--- config.mk ---
export PLATFORM = sky130hd
export DESIGN_NAME = uart_receiver
export DESIGN_NICKNAME = d
export VERILOG_FILES = /design/src/rtl/uart_pkg.sv /design/src/rtl/uart_receiver_sync_2ff.sv /design/src/rtl/uart_receiver.sv
export SDC_FILE = /design/constraint.sdc
export NUM_CORES = 1
export LEC_CHECK = 0
export CORE_UTILIZATION = 51
export CTS_CLUSTER_DIAMETER = 30
export CTS_CLUSTER_SIZE = 8
export DETAILED_ROUTE_END_ITERATION = 16
export PLACE_DENSITY_LB_ADDON = 0.08
export SYNTH_ARGS = -nofsm -noshare
export SYNTH_HDL_FRONTEND = slang
export SYNTH_SLANG_ARGS = --single-unit
--- constraint.sdc ---
create_clock -name clk -period 2.5 [get_ports clk]
set_input_delay 0.5 -clock clk [delete_from_list [all_inputs] [get_ports clk]]
set_output_delay 0.5 -clock clk [all_outputs]
set_load 0.01 [all_outputs]
--- src/rtl/uart_pkg.sv ---
// ============================================================================
// Module      : uart_pkg
// Description : Line levels and receiver state encoding shared by the UART
//               transmitter and receiver.
// Revision    : 1.0 - initial release
// ============================================================================
`default_nettype none

package uart_pkg;

  localparam logic IDLE_LEVEL  = 1'b1;
  localparam logic START_LEVEL = 1'b0;
  localparam logic STOP_LEVEL  = 1'b1;

  typedef enum logic [2:0] {
    LINE_WAIT = 3'd0,
    IDLE      = 3'd1,
    START     = 3'd2,
    DATA      = 3'd3,
    STOP      = 3'd4
  } rx_state_t;

endpackage : uart_pkg

`default_nettype wire

--- src/rtl/uart_receiver_sync_2ff.sv ---
// ============================================================================
// Module      : sync_2ff
// Description : Single-bit two-flop synchroniser with a selectable reset level.
// Revision    : 1.0 - initial release
// ============================================================================
`default_nettype none

module sync_2ff #(
  parameter logic RESET_VAL = 1'b1
) (
  input  logic clk,
  input  logic reset,
  input  logic d,
  output logic q
);

  logic meta;

  always_ff @(posedge clk or posedge reset) begin
    if (reset) begin
      meta <= RESET_VAL;
      q    <= RESET_VAL;
    end else begin
      meta <= d;
      q    <= meta;
    end
  end

endmodule : sync_2ff

`default_nettype wire

--- src/rtl/uart_receiver.sv ---
// ============================================================================
// Module      : uart_receiver
// Description : UART receiver, 1 start / DATA_BITS LSB-first / 1 stop bit,
//               mid-bit sampling with false-start rejection.
// Revision    : 1.0 - initial release
// ============================================================================
`default_nettype none

module uart_receiver
  import uart_pkg::*;
#(
  parameter int DATA_BITS     = 8,
  parameter int CLK_FREQ      = 50,
  parameter int BAUD_RATE     = 10,
  parameter int BAUD_RATE_DIV = CLK_FREQ / BAUD_RATE
) (
  input  logic                 clk,
  input  logic                 reset,
  input  logic                 rx_serial_in,
  output logic [DATA_BITS-1:0] rx_data,
  output logic                 rx_valid,
  output logic                 rx_frame_error,
  output logic                 rx_busy
);

  localparam int CW   = $clog2(BAUD_RATE_DIV) + 1;
  localparam int BW   = $clog2(DATA_BITS) + 1;
  localparam int HALF = BAUD_RATE_DIV / 2;

  localparam logic [CW-1:0] HALF_LAST = CW'(HALF - 1);
  localparam logic [CW-1:0] BAUD_LAST = CW'(BAUD_RATE_DIV - 1);
  localparam logic [BW-1:0] BIT_LAST  = BW'(DATA_BITS - 1);

  generate
    if (BAUD_RATE_DIV < 4) begin : g_div_check
      $error("uart_receiver: BAUD_RATE_DIV must be at least 4");
    end
    if (DATA_BITS < 2) begin : g_bits_check
      $error("uart_receiver: DATA_BITS must be at least 2");
    end
  endgenerate

  logic                 rx_sync;
  rx_state_t            state;
  logic [CW-1:0]        baud_counter;
  logic [BW-1:0]        bit_count;
  logic [DATA_BITS-1:0] shift_reg;

  sync_2ff #(
    .RESET_VAL (IDLE_LEVEL)
  ) u_sync (
    .clk   (clk),
    .reset (reset),
    .d     (rx_serial_in),
    .q     (rx_sync)
  );

  assign rx_busy = (state != IDLE);

  always_ff @(posedge clk or posedge reset) begin
    if (reset) begin
      state          <= LINE_WAIT;
      baud_counter   <= '0;
      bit_count      <= '0;
      shift_reg      <= '0;
      rx_data        <= '0;
      rx_valid       <= 1'b0;
      rx_frame_error <= 1'b0;
    end else begin
      rx_valid       <= 1'b0;
      rx_frame_error <= 1'b0;
      case (state)
        // A line stuck low must go high before any start bit is accepted.
        LINE_WAIT: begin
          baud_counter <= '0;
          if (rx_sync == IDLE_LEVEL) state <= IDLE;
        end
        IDLE: begin
          baud_counter <= '0;
          if (rx_sync == START_LEVEL) state <= START;
        end
        START: begin
          if (baud_counter == HALF_LAST) begin
            baud_counter <= '0;
            bit_count    <= '0;
            state        <= (rx_sync == START_LEVEL) ? DATA : IDLE;
          end else begin
            baud_counter <= baud_counter + 1'b1;
          end
        end
        DATA: begin
          if (baud_counter == BAUD_LAST) begin
            shift_reg    <= {rx_sync, shift_reg[DATA_BITS-1:1]};
            baud_counter <= '0;
            if (bit_count == BIT_LAST) state <= STOP;
            else bit_count <= bit_count + 1'b1;
          end else begin
            baud_counter <= baud_counter + 1'b1;
          end
        end
        STOP: begin
          if (baud_counter == BAUD_LAST) begin
            baud_counter <= '0;
            if (rx_sync == STOP_LEVEL) begin
              rx_data  <= shift_reg;
              rx_valid <= 1'b1;
              state    <= IDLE;
            end else begin
              rx_frame_error <= 1'b1;
              state          <= LINE_WAIT;
            end
          end else begin
            baud_counter <= baud_counter + 1'b1;
          end
        end
        default: state <= LINE_WAIT;
      endcase
    end
  end

endmodule : uart_receiver

`default_nettype wire

==> impl_results.md <==
- DP HPWL: 1.747 mm
- Overall track demand over capacity in global routing: 19.77%
- Number of nets in the synthesized netlist: 121
- Power per standard cell area: 793.8 nW/um^2
- Worst Skew: 9.291 ps
- Ratio of routed vias to standard cells: 5.634
- # clock sinks: 31
- Combinational family with the most area after synthesis: simple AND/OR/NAND/NOR gates
- Worst-Margin Slew: 450.0 ps
- Net switching component of the power: 406.5 uW
- Count of H-tree levels built during CTS: 2
- Num ports: 14
- Initial Utilization: 55.75%
- Final hold vios: 0
- Share of total power consumed by net switching: 30.61%
- Highest Clock Rate: 503.7 MHz
- Number of buffers inserted by post-CTS setup repair: 0
- Critical path start-end classification: reg2out
- Syn Inst Count: 114
- Timing startpoint of the critical path: state[2]
- Final-layout fill cell count: 202
- Worst r2r src: baud_counter[1]
- Cells traversed along the worst timing path: nor2_1 -> nand2_1 -> clkdlybuf4s50_1
- R2R setup slack: 790 ps
- Count of synthesis-stage warnings from yosys: 0
- Number of endpoints failing setup at the final stage: 0
- Detail Route Antenna Nets: 0
- Part of the power in registers: 46.9%
- Distinct cells, synth: 37
- Met1 layer wirelength in the final routing: 1.084 mm
- Core ar.: 2567 sq um
- End point of the critical path: rx_busy
- Metal2 WL: 1.128 mm
- Highest Signal Layer: met4
- CTS-repair resized insts: 0
- Number of max-cap violations: 0
- Post-Syn Area per Cell: 12.56 sq um
- Complex-gate fraction of the synthesized area: 9.003%
- Final worst-path cycle share: 79.41%
- Clock latency on the worst-skew pair: 330 ps
- Max incr delay on CP: 530 ps
- Mapped cell area: 1431 sq um
- Wirelength, routed: 2.374 mm
- Setup repair after global routing missed its margin: false
- Drt first pass iters: 4
- TritonCTS buffer count: 5
- Area overhead of the layout relative to synthesis: 16.87%
- Hold_buf cts: 0
- Total via count after detailed routing: 924
- Worst voltage drop across the vdd grid: 0.7183 mV
- Seq/Total Area, Yosys: 54.37%
- TritonCTS clock tree: yes
- Result of the run: completed
- Data arrival time of the worst path: 1490 ps
- CTS clock-pin slew for the worst setup and hold paths: 90 ps
- Height of the die: 54.98 microns
- Gp weighted congestion: 0.7867
- Cell leakage power: 0.0007901 uW
- Worst Path Required: 2000 ps
- Headroom to the max-slew limit: 69.97%
- Post-DP Area: 1587 sq um
- Launching element type of the critical path: flip-flop
- Grt ovf: 0
- Max-slew violation total from the final report: 0
- Via count of the first global-routing pass: 893
- Largest net degree at the start of global routing: 20
- Adder-cell area share of the yosys netlist: 3.497%
- HP Class: reg2reg
- Clock root cell: sky130_fd_sc_hd__clkbuf_4
- IO buf count: 13
- Wire length on met3: 103 microns
- Comb power frac: 22.3%
- Total non-filler cell area in the finished layout: 1673 sq um
- Proportion of synthesized area in mux cells: 14.07%
- Simple-gate portion of the synthesized area: 15.56%
- Count of unresolved DRC violations after routing: 0
- Sum Neg Setup Slack: 0 ps
- Antenna violations before repair: 0
- Die extent in x: 54.98 microns
- Crit path time final: 1985 ps
- Depth of the worst register-to-register path: 6
- Maximum fanout encountered on the critical timing path: 9
- Internal power consumption: 921.4 uW
- Diodes inserted: 0
- Layout net count: 140
- R2R Path End: baud_counter[2]
- Slowest cell on the critical path: sky130_fd_sc_hd__clkdlybuf4s50_1
- Ratio of cells with drive above 1 in the final layout: 19.40%
- Kind of end point of the critical path: output port
- Wire length per cell: 14.48 microns
- FF+latch count, synth: 31
- Total number of placement rows: 18
- Clock network fraction of design power: 30.8%
- Overall die area: 3022 sq um
- Clock tree buffer depth: 2
- Count of routing violations after the opening detailed-route iteration: 11
- First-pass GRT wire length: 3.919 mm
- Xor/xnor share of the synthesized area: 0%
[cell type report]
class                           instances  area, sq um  share of cell area, %
Clock inverter                          2        35.03                  2.094
Timing Repair Buffer                   15        145.1                  8.676
Sequential cell                        31        778.2                  46.52
Multi-Input combinational cell         74        603.1                  36.05
Tap cell                               30        37.54                  2.244
Clock buffer                            6        51.30                  3.067
Inverter                                6        22.52                  1.346
[per-stage QoR]
step	std cells	total power [uW]	util [%]	hold WS (ps)	setup WS (ps)
CTS	164	1344	65.16	363.2	490.5
global placement	156	920.7	61.79	345.6	828.5
global route	164	1412	65.16	365.4	416.8
floorplan	114	846.7	-	345.2	903.8
detailed placement	156	930.2	61.79	349.0	802.7
finish	164	1328	65.16	362.6	514.8
[synthesized netlist by cell type, drive strengths merged]
cell      n  share of area, %
o22ai     1              0.44
nor2b     2              0.87
a32o      1              0.70
mux2i     1              0.70
ha        4               3.5
o31ai     1              0.52
nand3     8               3.7
dfstp     2               3.7
inv       6               1.6
nor2      2              0.52
a211oi    1              0.52
a211o     1              0.61
a2111oi   2               1.7
buf       3               1.9
a22o      1              0.61
dfrtp    29                51
nand2    10               2.6
a21oi     1              0.35
and2      1              0.44
a221o     1              0.70
nand3b    3               1.8
a22oi     1              0.52
or3b      1              0.61
nor3      3               1.4
and3b     2               1.3
o21ai     6               2.4
nor3b     3               2.3
mux2     17                13
[cell usage in the layout, fill, tap and decap left out, types with 2 or more instances in the layout]
cell type                         Yosys  layout
sky130_fd_sc_hd__nor3_1               2       2
sky130_fd_sc_hd__clkdlybuf4s50_1      0      13
sky130_fd_sc_hd__nor3b_2              2       2
sky130_fd_sc_hd__nand3b_1             2       2
sky130_fd_sc_hd__nand2_1             10      10
sky130_fd_sc_hd__inv_1                6       6
sky130_fd_sc_hd__clkbuf_4             0       5
sky130_fd_sc_hd__nor2b_1              2       2
sky130_fd_sc_hd__mux2_1              11      11
sky130_fd_sc_hd__ha_1                 4       4
sky130_fd_sc_hd__dfstp_2              2       2
sky130_fd_sc_hd__dfrtp_1             29      29
sky130_fd_sc_hd__nor2_1               2       2
sky130_fd_sc_hd__buf_4                0       2
sky130_fd_sc_hd__o21ai_0              5       5
sky130_fd_sc_hd__mux2_2               6       6
sky130_fd_sc_hd__nand3_1              7       7
[cells by family (layout without fill, tap and decap cells)]
| group | after synthesis | after routing |
|---|---|---|
| compound gates | 17 | 17 |
| fa+ha+maj | 4 | 4 |
| buf+inv | 9 | 29 |
| flops | 31 | 31 |
| mux | 18 | 18 |
| simple gates | 35 | 35 |
[how the worst min path moves through the flow]
stage                 from        to  slack [ps]  cells after the start
2_1_floorplan  u_sync.meta  u_sync.q         350                      0
4_1_cts        u_sync.meta  u_sync.q         360                      0
3_5_place_dp   u_sync.meta  u_sync.q         350                      0
3_3_place_gp   u_sync.meta  u_sync.q         350                      0
6_report       u_sync.meta  u_sync.q         360                      0
5_1_grt        u_sync.meta  u_sync.q         370                      0
[per-layer routing]
| metal | up-vias | global-route usage [%] |
|---|---|---|
| met3 | 6 | 8.197 |
| met4 | 0 | 10.00 |
| li1 | 448 | - |
| met1 | 452 | 23.09 |
| met2 | 18 | 31.12 |
| met5 | - | 0 |
[critical path, delay by kind of cell (launching register included)]
kind,cells,cell delay [ps]
simple gates,2,130
flops,1,500
buf+inv,1,530
[power by group through the flow]
stage | clock network [uW] | logic [uW] | registers (uW)
floorplan | 0 | 231 | 616
global placement | 0 | 291 | 630
detailed placement | 0 | 299 | 631
CTS | 422 | 300 | 622
global route | 441 | 337 | 634
finish | 410 | 296 | 623
Power figures use the tool's default switching activity.
